### config.mk
export PLATFORM = sky130hd
export DESIGN_NAME = inst_fetcher
export DESIGN_NICKNAME = d
export VERILOG_FILES = /design/src/rtl/inst_fetcher_pkg.sv /design/src/rtl/inst_fetcher_icache_array.sv /design/src/rtl/inst_fetcher.sv
export SDC_FILE = /design/constraint.sdc
export NUM_CORES = 1
export LEC_CHECK = 0
export CAP_MARGIN = 20
export CORE_ASPECT_RATIO = 0.8
export CORE_MARGIN = 4
export CORE_UTILIZATION = 61
export CTS_CLUSTER_SIZE = 8
export DETAILED_ROUTE_END_ITERATION = 7
export PLACE_DENSITY_LB_ADDON = 0.08
export SYNTH_ARGS = -nofsm -noshare
export SYNTH_HDL_FRONTEND = slang
export SYNTH_SLANG_ARGS = --single-unit
### constraint.sdc
create_clock -name clk_in -period 6.05 [get_ports clk_in]
set_input_delay 0.9075 -clock clk_in [delete_from_list [all_inputs] [get_ports clk_in]]
set_output_delay 0.9075 -clock clk_in [all_outputs]
set_load 0.01 [all_outputs]
### src/rtl/inst_fetcher_pkg.sv
// +----------------------------------------------------------------------------+
// | Module   : inst_fetcher_pkg                                                |
// | Brief    : Shared widths, types and helpers for the instruction fetcher.   |
// | Revision : 1.0 - initial release                                           |
// +----------------------------------------------------------------------------+
`default_nettype none

package inst_fetcher_pkg;

  // Shared platform widths for the address bus and instruction word.
  localparam int ADDRESS_WIDTH = 32;
  localparam int ID_WIDTH      = 32;

  typedef logic [ADDRESS_WIDTH-1:0] addr_t;
  typedef logic [ID_WIDTH-1:0]      inst_t;

  function automatic addr_t word_align(input addr_t addr);
    return {addr[ADDRESS_WIDTH-1:2], 2'b00};
  endfunction

endpackage

`default_nettype wire

### src/rtl/inst_fetcher_icache_array.sv
// +----------------------------------------------------------------------------+
// | Module   : icache_array                                                    |
// | Brief    : Direct-mapped one-word-per-line store; async read, sync fill.   |
// | Revision : 1.0 - initial release                                           |
// +----------------------------------------------------------------------------+
`default_nettype none

module icache_array
  import inst_fetcher_pkg::*;
#(
  parameter int LINES = 16,
  parameter int IDX   = $clog2(LINES),
  parameter int TAG_W = ADDRESS_WIDTH - IDX - 2
) (
  input  logic             clk_in,
  input  logic             rst_in,
  input  logic [IDX-1:0]   rd_idx_in,
  input  logic [TAG_W-1:0] rd_tag_in,
  output logic             hit_out,
  output logic [31:0]      rd_data_out,
  input  logic             wr_en_in,
  input  logic [IDX-1:0]   wr_idx_in,
  input  logic [TAG_W-1:0] wr_tag_in,
  input  logic [31:0]      wr_data_in
);

  logic [LINES-1:0] valid_q;
  logic [LINES-1:0] valid_d;
  logic [TAG_W-1:0] tag_q  [LINES];
  logic [TAG_W-1:0] tag_d  [LINES];
  logic [31:0]      data_q [LINES];
  logic [31:0]      data_d [LINES];

  for (genvar i = 0; i < LINES; i++) begin : g_line
    always_comb begin
      valid_d[i] = valid_q[i];
      tag_d[i]   = tag_q[i];
      data_d[i]  = data_q[i];
      if (wr_en_in && (wr_idx_in == IDX'(i))) begin
        valid_d[i] = 1'b1;
        tag_d[i]   = wr_tag_in;
        data_d[i]  = wr_data_in;
      end
    end

    // Only the valid bits need reset; tag/data are qualified by them.
    always_ff @(posedge clk_in or negedge rst_in) begin
      if (!rst_in) valid_q[i] <= 1'b0;
      else         valid_q[i] <= valid_d[i];
    end

    always_ff @(posedge clk_in) begin
      tag_q[i]  <= tag_d[i];
      data_q[i] <= data_d[i];
    end
  end

  assign hit_out     = valid_q[rd_idx_in] && (tag_q[rd_idx_in] == rd_tag_in);
  assign rd_data_out = data_q[rd_idx_in];

endmodule

`default_nettype wire

### src/rtl/inst_fetcher.sv
// +----------------------------------------------------------------------------+
// | Module   : inst_fetcher                                                    |
// | Brief    : PC owner, I-cache front end and RAM-controller word requester.  |
// | Revision : 1.0 - initial release                                           |
// +----------------------------------------------------------------------------+
`default_nettype none

module inst_fetcher
  import inst_fetcher_pkg::*;
#(
  parameter logic [31:0] RESET_PC     = 32'h0,
  parameter int          ICACHE_LINES = 16
) (
  input  logic                     clk_in,
  input  logic                     rst_in,
  input  logic                     rdy_in,
  input  logic                     jump_en_in,
  input  logic [ADDRESS_WIDTH-1:0] jump_addr_in,
  input  logic                     stall_in,
  output logic                     inst_valid_out,
  output logic [ID_WIDTH-1:0]      inst_out,
  output logic [ADDRESS_WIDTH-1:0] inst_pc_out,
  output logic                     mem_en_out,
  output logic [ADDRESS_WIDTH-1:0] mem_addr_out,
  input  logic                     mem_rdy_in,
  input  logic [ID_WIDTH-1:0]      mem_inst_in
);

  localparam int IDX   = $clog2(ICACHE_LINES);
  localparam int TAG_W = ADDRESS_WIDTH - IDX - 2;

  localparam logic [0:0] ST_RUN  = 1'b0;
  localparam logic [0:0] ST_MISS = 1'b1;

  localparam addr_t RESET_PC_ALIGNED = word_align(RESET_PC);

  logic [0:0] state_q, state_d;
  addr_t      pc_q, pc_d;
  logic       inst_valid_q, inst_valid_d;
  inst_t      inst_q, inst_d;
  addr_t      inst_pc_q, inst_pc_d;
  logic       mem_en_q, mem_en_d;
  addr_t      mem_addr_q, mem_addr_d;

  logic       hit;
  inst_t      line_data;
  logic       fill_en;

  // A fill is a register update, so it is frozen by rdy_in like everything else.
  assign fill_en = rdy_in && (state_q == ST_MISS) && mem_rdy_in;

  icache_array #(
    .LINES (ICACHE_LINES)
  ) u_icache_array (
    .clk_in      (clk_in),
    .rst_in      (rst_in),
    .rd_idx_in   (pc_q[IDX+1:2]),
    .rd_tag_in   (pc_q[ADDRESS_WIDTH-1:IDX+2]),
    .hit_out     (hit),
    .rd_data_out (line_data),
    .wr_en_in    (fill_en),
    .wr_idx_in   (mem_addr_q[IDX+1:2]),
    .wr_tag_in   (mem_addr_q[ADDRESS_WIDTH-1:IDX+2]),
    .wr_data_in  (mem_inst_in)
  );

  always_comb begin
    state_d      = state_q;
    pc_d         = pc_q;
    inst_valid_d = inst_valid_q;
    inst_d       = inst_q;
    inst_pc_d    = inst_pc_q;
    mem_en_d     = mem_en_q;
    mem_addr_d   = mem_addr_q;

    if (rdy_in) begin
      case (state_q)
        ST_RUN: begin
          inst_valid_d = 1'b0;
          if (jump_en_in) begin
            pc_d = word_align(jump_addr_in);
          end else if (stall_in) begin
            pc_d = pc_q;
          end else if (hit) begin
            inst_d       = line_data;
            inst_pc_d    = pc_q;
            inst_valid_d = 1'b1;
            pc_d         = pc_q + 32'd4;
          end else begin
            mem_en_d   = 1'b1;
            mem_addr_d = pc_q;
            state_d    = ST_MISS;
          end
        end
        default: begin
          // The request stays in flight across a redirect; only pc moves.
          inst_valid_d = 1'b0;
          if (jump_en_in) pc_d = word_align(jump_addr_in);
          if (mem_rdy_in) begin
            mem_en_d = 1'b0;
            state_d  = ST_RUN;
          end
        end
      endcase
    end
  end

  always_ff @(posedge clk_in or negedge rst_in) begin
    if (!rst_in) begin
      state_q      <= ST_RUN;
      pc_q         <= RESET_PC_ALIGNED;
      inst_valid_q <= 1'b0;
      inst_q       <= '0;
      inst_pc_q    <= '0;
      mem_en_q     <= 1'b0;
      mem_addr_q   <= '0;
    end else begin
      state_q      <= state_d;
      pc_q         <= pc_d;
      inst_valid_q <= inst_valid_d;
      inst_q       <= inst_d;
      inst_pc_q    <= inst_pc_d;
      mem_en_q     <= mem_en_d;
      mem_addr_q   <= mem_addr_d;
    end
  end

  assign inst_valid_out = inst_valid_q;
  assign inst_out       = inst_q;
  assign inst_pc_out    = inst_pc_q;
  assign mem_en_out     = mem_en_q;
  assign mem_addr_out   = mem_addr_q;

endmodule

`default_nettype wire
Yosys cells after proc, flatten, opt, wreduce, memory -nomap -nowiden
Memories as Yosys holds them, arrays and structs flattened. A register that Yosys moved wholly into a read port is not among the register bits.
Cells that the tools add are included.
Widths: inputs -> output; s select.

operators by class
  add/subtract/negate cells = 1
  order comparisons = 1
  eq/ne operators = 38
  multiplexer cells = 143
  bitwise operators = 4
  reduce and logical (&&, ||, !) cells = 56

operators with widths
  kind                   number
  $mux 32                36
  $mux 26                31
  $reduce_or 32->1       15
  $reduce_or 26->1       15
  $mux 4                 30
  $mux 1                 45
  $add 32x3->32 const B  1
  $eq 4x4->1 const B     8
  $eq 26x26->1           1
  $logic_and 1x1->1      19
  $eq 4x3->1 const B     4
  $ne 1x1->1 const B     16
  $reduce_and 5->1       3
  $eq 4x2->1 const B     2
  $ne 2x2->1 const B     4
  $lt 4x5->1 const B     1
  $bmux 1 s4             1
  $eq 4x1->1 const B     1
  $logic_not 4->1        1
  $ne 2x1->1 const B     2
  $not 1->1              4
  $reduce_and 4->1       1
  $reduce_bool 2->1      1
  $logic_not 1->1        1

word-level totals
  register bits after elaboration = 115
  RAM bits = 928
  input port bits = 70
  word-level logic and storage cells = 267
  memories = 2

memory list
  name                   depth  width  read ports  clocked after memory_dff  write ports  line                             text
  u_icache_array.data_q  16     32     1           1                         1            inst_fetcher_icache_array.sv:31  logic [31:0] data_q [LINES];
  u_icache_array.tag_q   16     26     1           0                         1            inst_fetcher_icache_array.sv:29  logic [TAG_W-1:0] tag_q [LINES];

Depth between registers and ports, before layout
  depth in word-level cells = 20
  mapped depth = 17
  depth with buffers taken out = 10

Hierarchy
From an unflattened synthesis, not the netlist that was laid out.

unflattened totals
  cells, all modules = 2,148
  area total of the unflattened synthesis = 42,205.5 sq um

modules (own cells, without submodules)
  module        times used  cells each  area each (sq um)
  icache_array  1           1,551       36,608.9
  inst_fetcher  1           597         5,596.6

Worst setup path before layout
No wires, ideal clock.

  kind = input port to flip-flop
  from = in mem_rdy_in
  to = reg u_icache_array.valid_q[0]
  library setup time = 0.089 ns
  data arrival time = 5.854 ns
  setup slack = 0.107 ns
  cell stages on the path = 4
  path through = nand3_1 or3_1 nor3_1 or2_2

on the way
  cells in the longest elaborated chain, start to end = 2

RTL lines
  element                          line                             text
  from (decl)                      inst_fetcher.sv:25               input logic mem_rdy_in,
  $logic_and 1x1->1                inst_fetcher.sv:50               assign fill_en = rdy_in && (state_q == ST_MISS) && mem_rdy_in;
  $logic_and 1x1->1                inst_fetcher_icache_array.sv:39  if (wr_en_in && (wr_idx_in == IDX'(i))) begin
  to (signal, indexed assignment)  inst_fetcher_icache_array.sv:49  else valid_q[i] <= valid_d[i];
  to (decl)                        inst_fetcher_icache_array.sv:27  logic [LINES-1:0] valid_q;

No other way between the ends.
A chain may end at the register's enable or synchronous reset.

Worst setup path after layout
  from = reg pc_q[2]
  to = reg mem_addr_q[18], in the netlist mem_addr_out[18]

on the way
  cells in the longest elaborated chain, start to end = 5
  elaborated cells between the ends (all ways) = 7
  those cells by class = 1 x eq/ne; 2 x mux; 1 x bitwise; 2 x reduce/logical; 1 x memory

RTL lines
  element                                             line                             text
  from (decl)                                         inst_fetcher.sv:38               addr_t pc_q, pc_d;
  from (signal assigned)                              inst_fetcher.sv:119              pc_q <= pc_d;
  $mem_v2 16x26 / $bmux 1 s4 (equally long branches)  --
  $eq 26x26->1 / $mux 1 (equally long branches)       inst_fetcher_icache_array.sv:58  assign hit_out = valid_q[rd_idx_in] && (tag_q[rd_idx_in] == rd_tag_in);
  $logic_and 1x1->1 (*)                               inst_fetcher_icache_array.sv:58
  $not 1->1 (no line) (*)                             --
  $reduce_and 5->1 (no line) (*)                      --
  to (signal assigned)                                inst_fetcher.sv:124              mem_addr_q <= mem_addr_d;
  to (decl)                                           inst_fetcher.sv:43               addr_t mem_addr_q, mem_addr_d;

Every way passes the cells marked *; elsewhere a longest branch is shown, timed or not. The select of a mux whose other input is x is not followed.

==> impl_metrics.ini <==
[sta]
post-route-period-util = 0.869
finalCriticalPeriod_ps = 5260
relSlewSlack = 0.233
drv_slew = 0
fmax_mhz = 190
rsz0062_at_grt = false
worstMarginPinSlew_ps = 1140
tns_ps = 0
hold_ws_ps = 205
hold_viol = 0
clock_skew_ps = 35.8
setup_viol = 0

[yosys]
seq_area_frac_synth = 0.738
synth_edf_count = 928
syn_area_um2 = 42500
synth.avg_cell_area_um2 = 19.7
synth_ff_type = edfxtp_1
synthDistinctLibCells = 77
synth_cells = 2162
async_reset_ff_frac = 0.132
synth_seq_cells = 1069
ys_warn_count = 0

[worst_setup_path]
endpoint_kind = flip-flop
crit_buf_inv = 2
cp_slowest_cell = dfrtp_4
slowest_delay_ps = 970
cp_cell_sequence = buf_4 > mux4_2 > mux2i_1 > o21ai_0 > a221oi_1 > o21ai_1 > or3_1 > o21ba_2 > buf_4 > mux2_2
crit_type = flip-flop to flip-flop
setup.worst_path.start_class = flip-flop
cp.required_ps = 6650
cp_max_fo = 42
arrival_ps = 5850
critical_path.most_common_cell = buf_4
cpLargestDelayFamily = compound AO/OA/AOI/OAI gates

[floorplanning]
rows = 86
die_x_um = 303
die_area_um2 = 74000
core_area_um2 = 69000
die_h_um = 244
start_util = 0.617
boundaryPins = 168

[cts]
clk_pin_slew_worst_paths_ps = 50
postCtsSetupBuffers = 0
clk_latency_ps = 730
htree_num_levels = 4
cts.sinks = 1069
cts_tree = built
cts_hold_buf = 0
numCtsBuffers = 151
clk_path_buf_depth = 3
clockRootBuffer = clkbuf_16
cts-resized-gates = 0

[grt]
grt_pass1_vias = 23200
antenna_found_initial = 3
top_usage_layer = met1
gr-usage-met3 = 0.0684
grt_max_degree = 77
grt_overflow_total = 0
track_usage = 0.293
grt_pass1_wl_um = 156000
grtUsageMet2 = 0.430
grtUsageMet1 = 0.449

[detailed_routing]
drcViolationCount = 0
wirelength_um = 106000
drtPass1Iterations = 6
vias_per_cell = 6.63
dr_total_vias = 22900
wl_per_cell_um = 30.7
final_antenna_net_count = 0
drt_iter0_markers = 3160

[place]
dpl.cell_count = 3170
dp_hpwl_um = 58000
port_buffers = 161
gp_congestion = 0.946

[pwr]
p_leak_uw = 0.0170
ir_worst_vdd_mv = 0.266
power_uw = 19900
p_per_area_nw_per_um2 = 399

[layout]
drive_gt1_frac = 0.221
final_cell_mix = 928 x edfxtp_1, 223 x mux4_2, 160 x clkdlybuf4s50_1
fin_cells = 3447
utilization = 0.723
nNetsFinal = 2471
area_delta_synth_final_pct = 17.2
final_common_cell = edfxtp_1

[worst_hold_path]
hold_path.class = input port to asynchronous set/reset pin

[run]
maxCapViolations = 0

[outcome]
outcome = completed
Yosys cell counts (all sizes together), types with 3 or more instances:
master,instances,share of area
nand4,6,0.00088
o31ai,9,0.0016
nor2b,7,0.0010
dfrtp,141,0.083
o221ai,3,0.00062
inv,26,0.0023
nand2b,9,0.0013
nor3b,3,0.00053
buf,63,0.011
nand3,25,0.0029
mux2,101,0.027
o41ai,5,0.0012
and2,5,0.00074
a32o,5,0.0012
nor3,23,0.0027
a221oi,10,0.0021
o22ai,20,0.0029
o2111ai,3,0.00062
a31oi,9,0.0013
o2bb2ai,5,0.0010
xnor2,16,0.0033
or2,18,0.0026
o21ai,41,0.0048
a22o,19,0.0039
a21o,5,0.00088
nor4,13,0.0023
o32ai,4,0.00082
edfxtp,928,0.66
and3,9,0.0013
nor2,47,0.0041
nand2,78,0.0069
a211oi,5,0.00088
clkbuf,73,0.0064
mux2i,111,0.026
a21oi,16,0.0019
or3,7,0.0010
a22oi,35,0.0062
mux4,223,0.12
state kept, by name, indices dropped and copies added, names as in the netlist:
register	flops
inst_valid_out	1
u_icache_array.data_q	512
mem_en_out	1
inst_out	32
pc_q	30
u_icache_array.valid_q	16
mem_addr_out	30
u_icache_array.tag_q	416
inst_pc_out	30
state_q	1
routing by layer:
| layer | vias up | part of all wire |
|---|---|---|
| li1 | 9381 | - |
| met1 | 12000 | 0.42 |
| met2 | 1331 | 0.46 |
| met3 | 173 | 0.10 |
| met4 | 0 | 0.022 |
| met5 | - | 0 |
final timing paths:
kind | cells after the start | slack [ps] | startpoint | endpoint
setup / recovery | 10 | 790 | pc_q[2]$_DFFE_PN0P_ | mem_addr_out[18]$_DFFE_PN0P_
hold / removal | 1 | 210 | rst_in | u_icache_array.valid_q[14]$_DFFE_PN0P_
setup reg to reg | 10 | 790 | pc_q[2]$_DFFE_PN0P_ | mem_addr_out[18]$_DFFE_PN0P_
hold reg to reg | 1 | 460 | u_icache_array.valid_q[5]$_DFFE_PN0P_ | u_icache_array.valid_q[5]$_DFFE_PN0P_
max in group asynchronous | 2 | 4520 | rst_in | inst_out[13]$_DFFE_PN0P_
min in group clk_in | 1 | 460 | u_icache_array.valid_q[5]$_DFFE_PN0P_ | u_icache_array.valid_q[5]$_DFFE_PN0P_
through the flow:
step / setup WS, ps / cell area, µm²
final: 793 / 49900
after global routing: 523 / 49900
after CTS: 827 / 49800
after detailed placement: 884 / 45400
after global placement: 881 / 45400
after floorplan: 107 / 42500
where the power goes:
part	internal [µW]	switching [µW]	total (µW)
Combinational	1330	1480	2810
Sequential	8610	671	9280
Clock	4710	3090	7800
logic make-up (layout without fill, tap and decap cells):
logic type / Yosys count / after routing / synth area share
flip-flops: 1069 / 1069 / 0.738
multiplexers: 435 / 435 / 0.171
AND/OR/NAND/NOR: 262 / 262 / 0.0312
AO/OA/AOI/OAI: 216 / 216 / 0.0367
buffers and inverters: 162 / 518 / 0.0194
XOR/XNOR: 16 / 16 / 0.00329
adder cells (fa/ha/maj): 1 / 1 / 0.000294
other: 1 / 6 / 0.0000882
cell type report:
class	count	area, µm²
Sequential cell	1069	31400
Clock inverter	16	308
Clock buffer	258	4180
Multi-Input combinational cell	934	10400
Inverter	26	98.8
Antenna cell	2	5.00
Fill cell	4058	19100
Tap cell	924	1160
Timing Repair Buffer	218	2250
(Power assumes the default switching activity.)
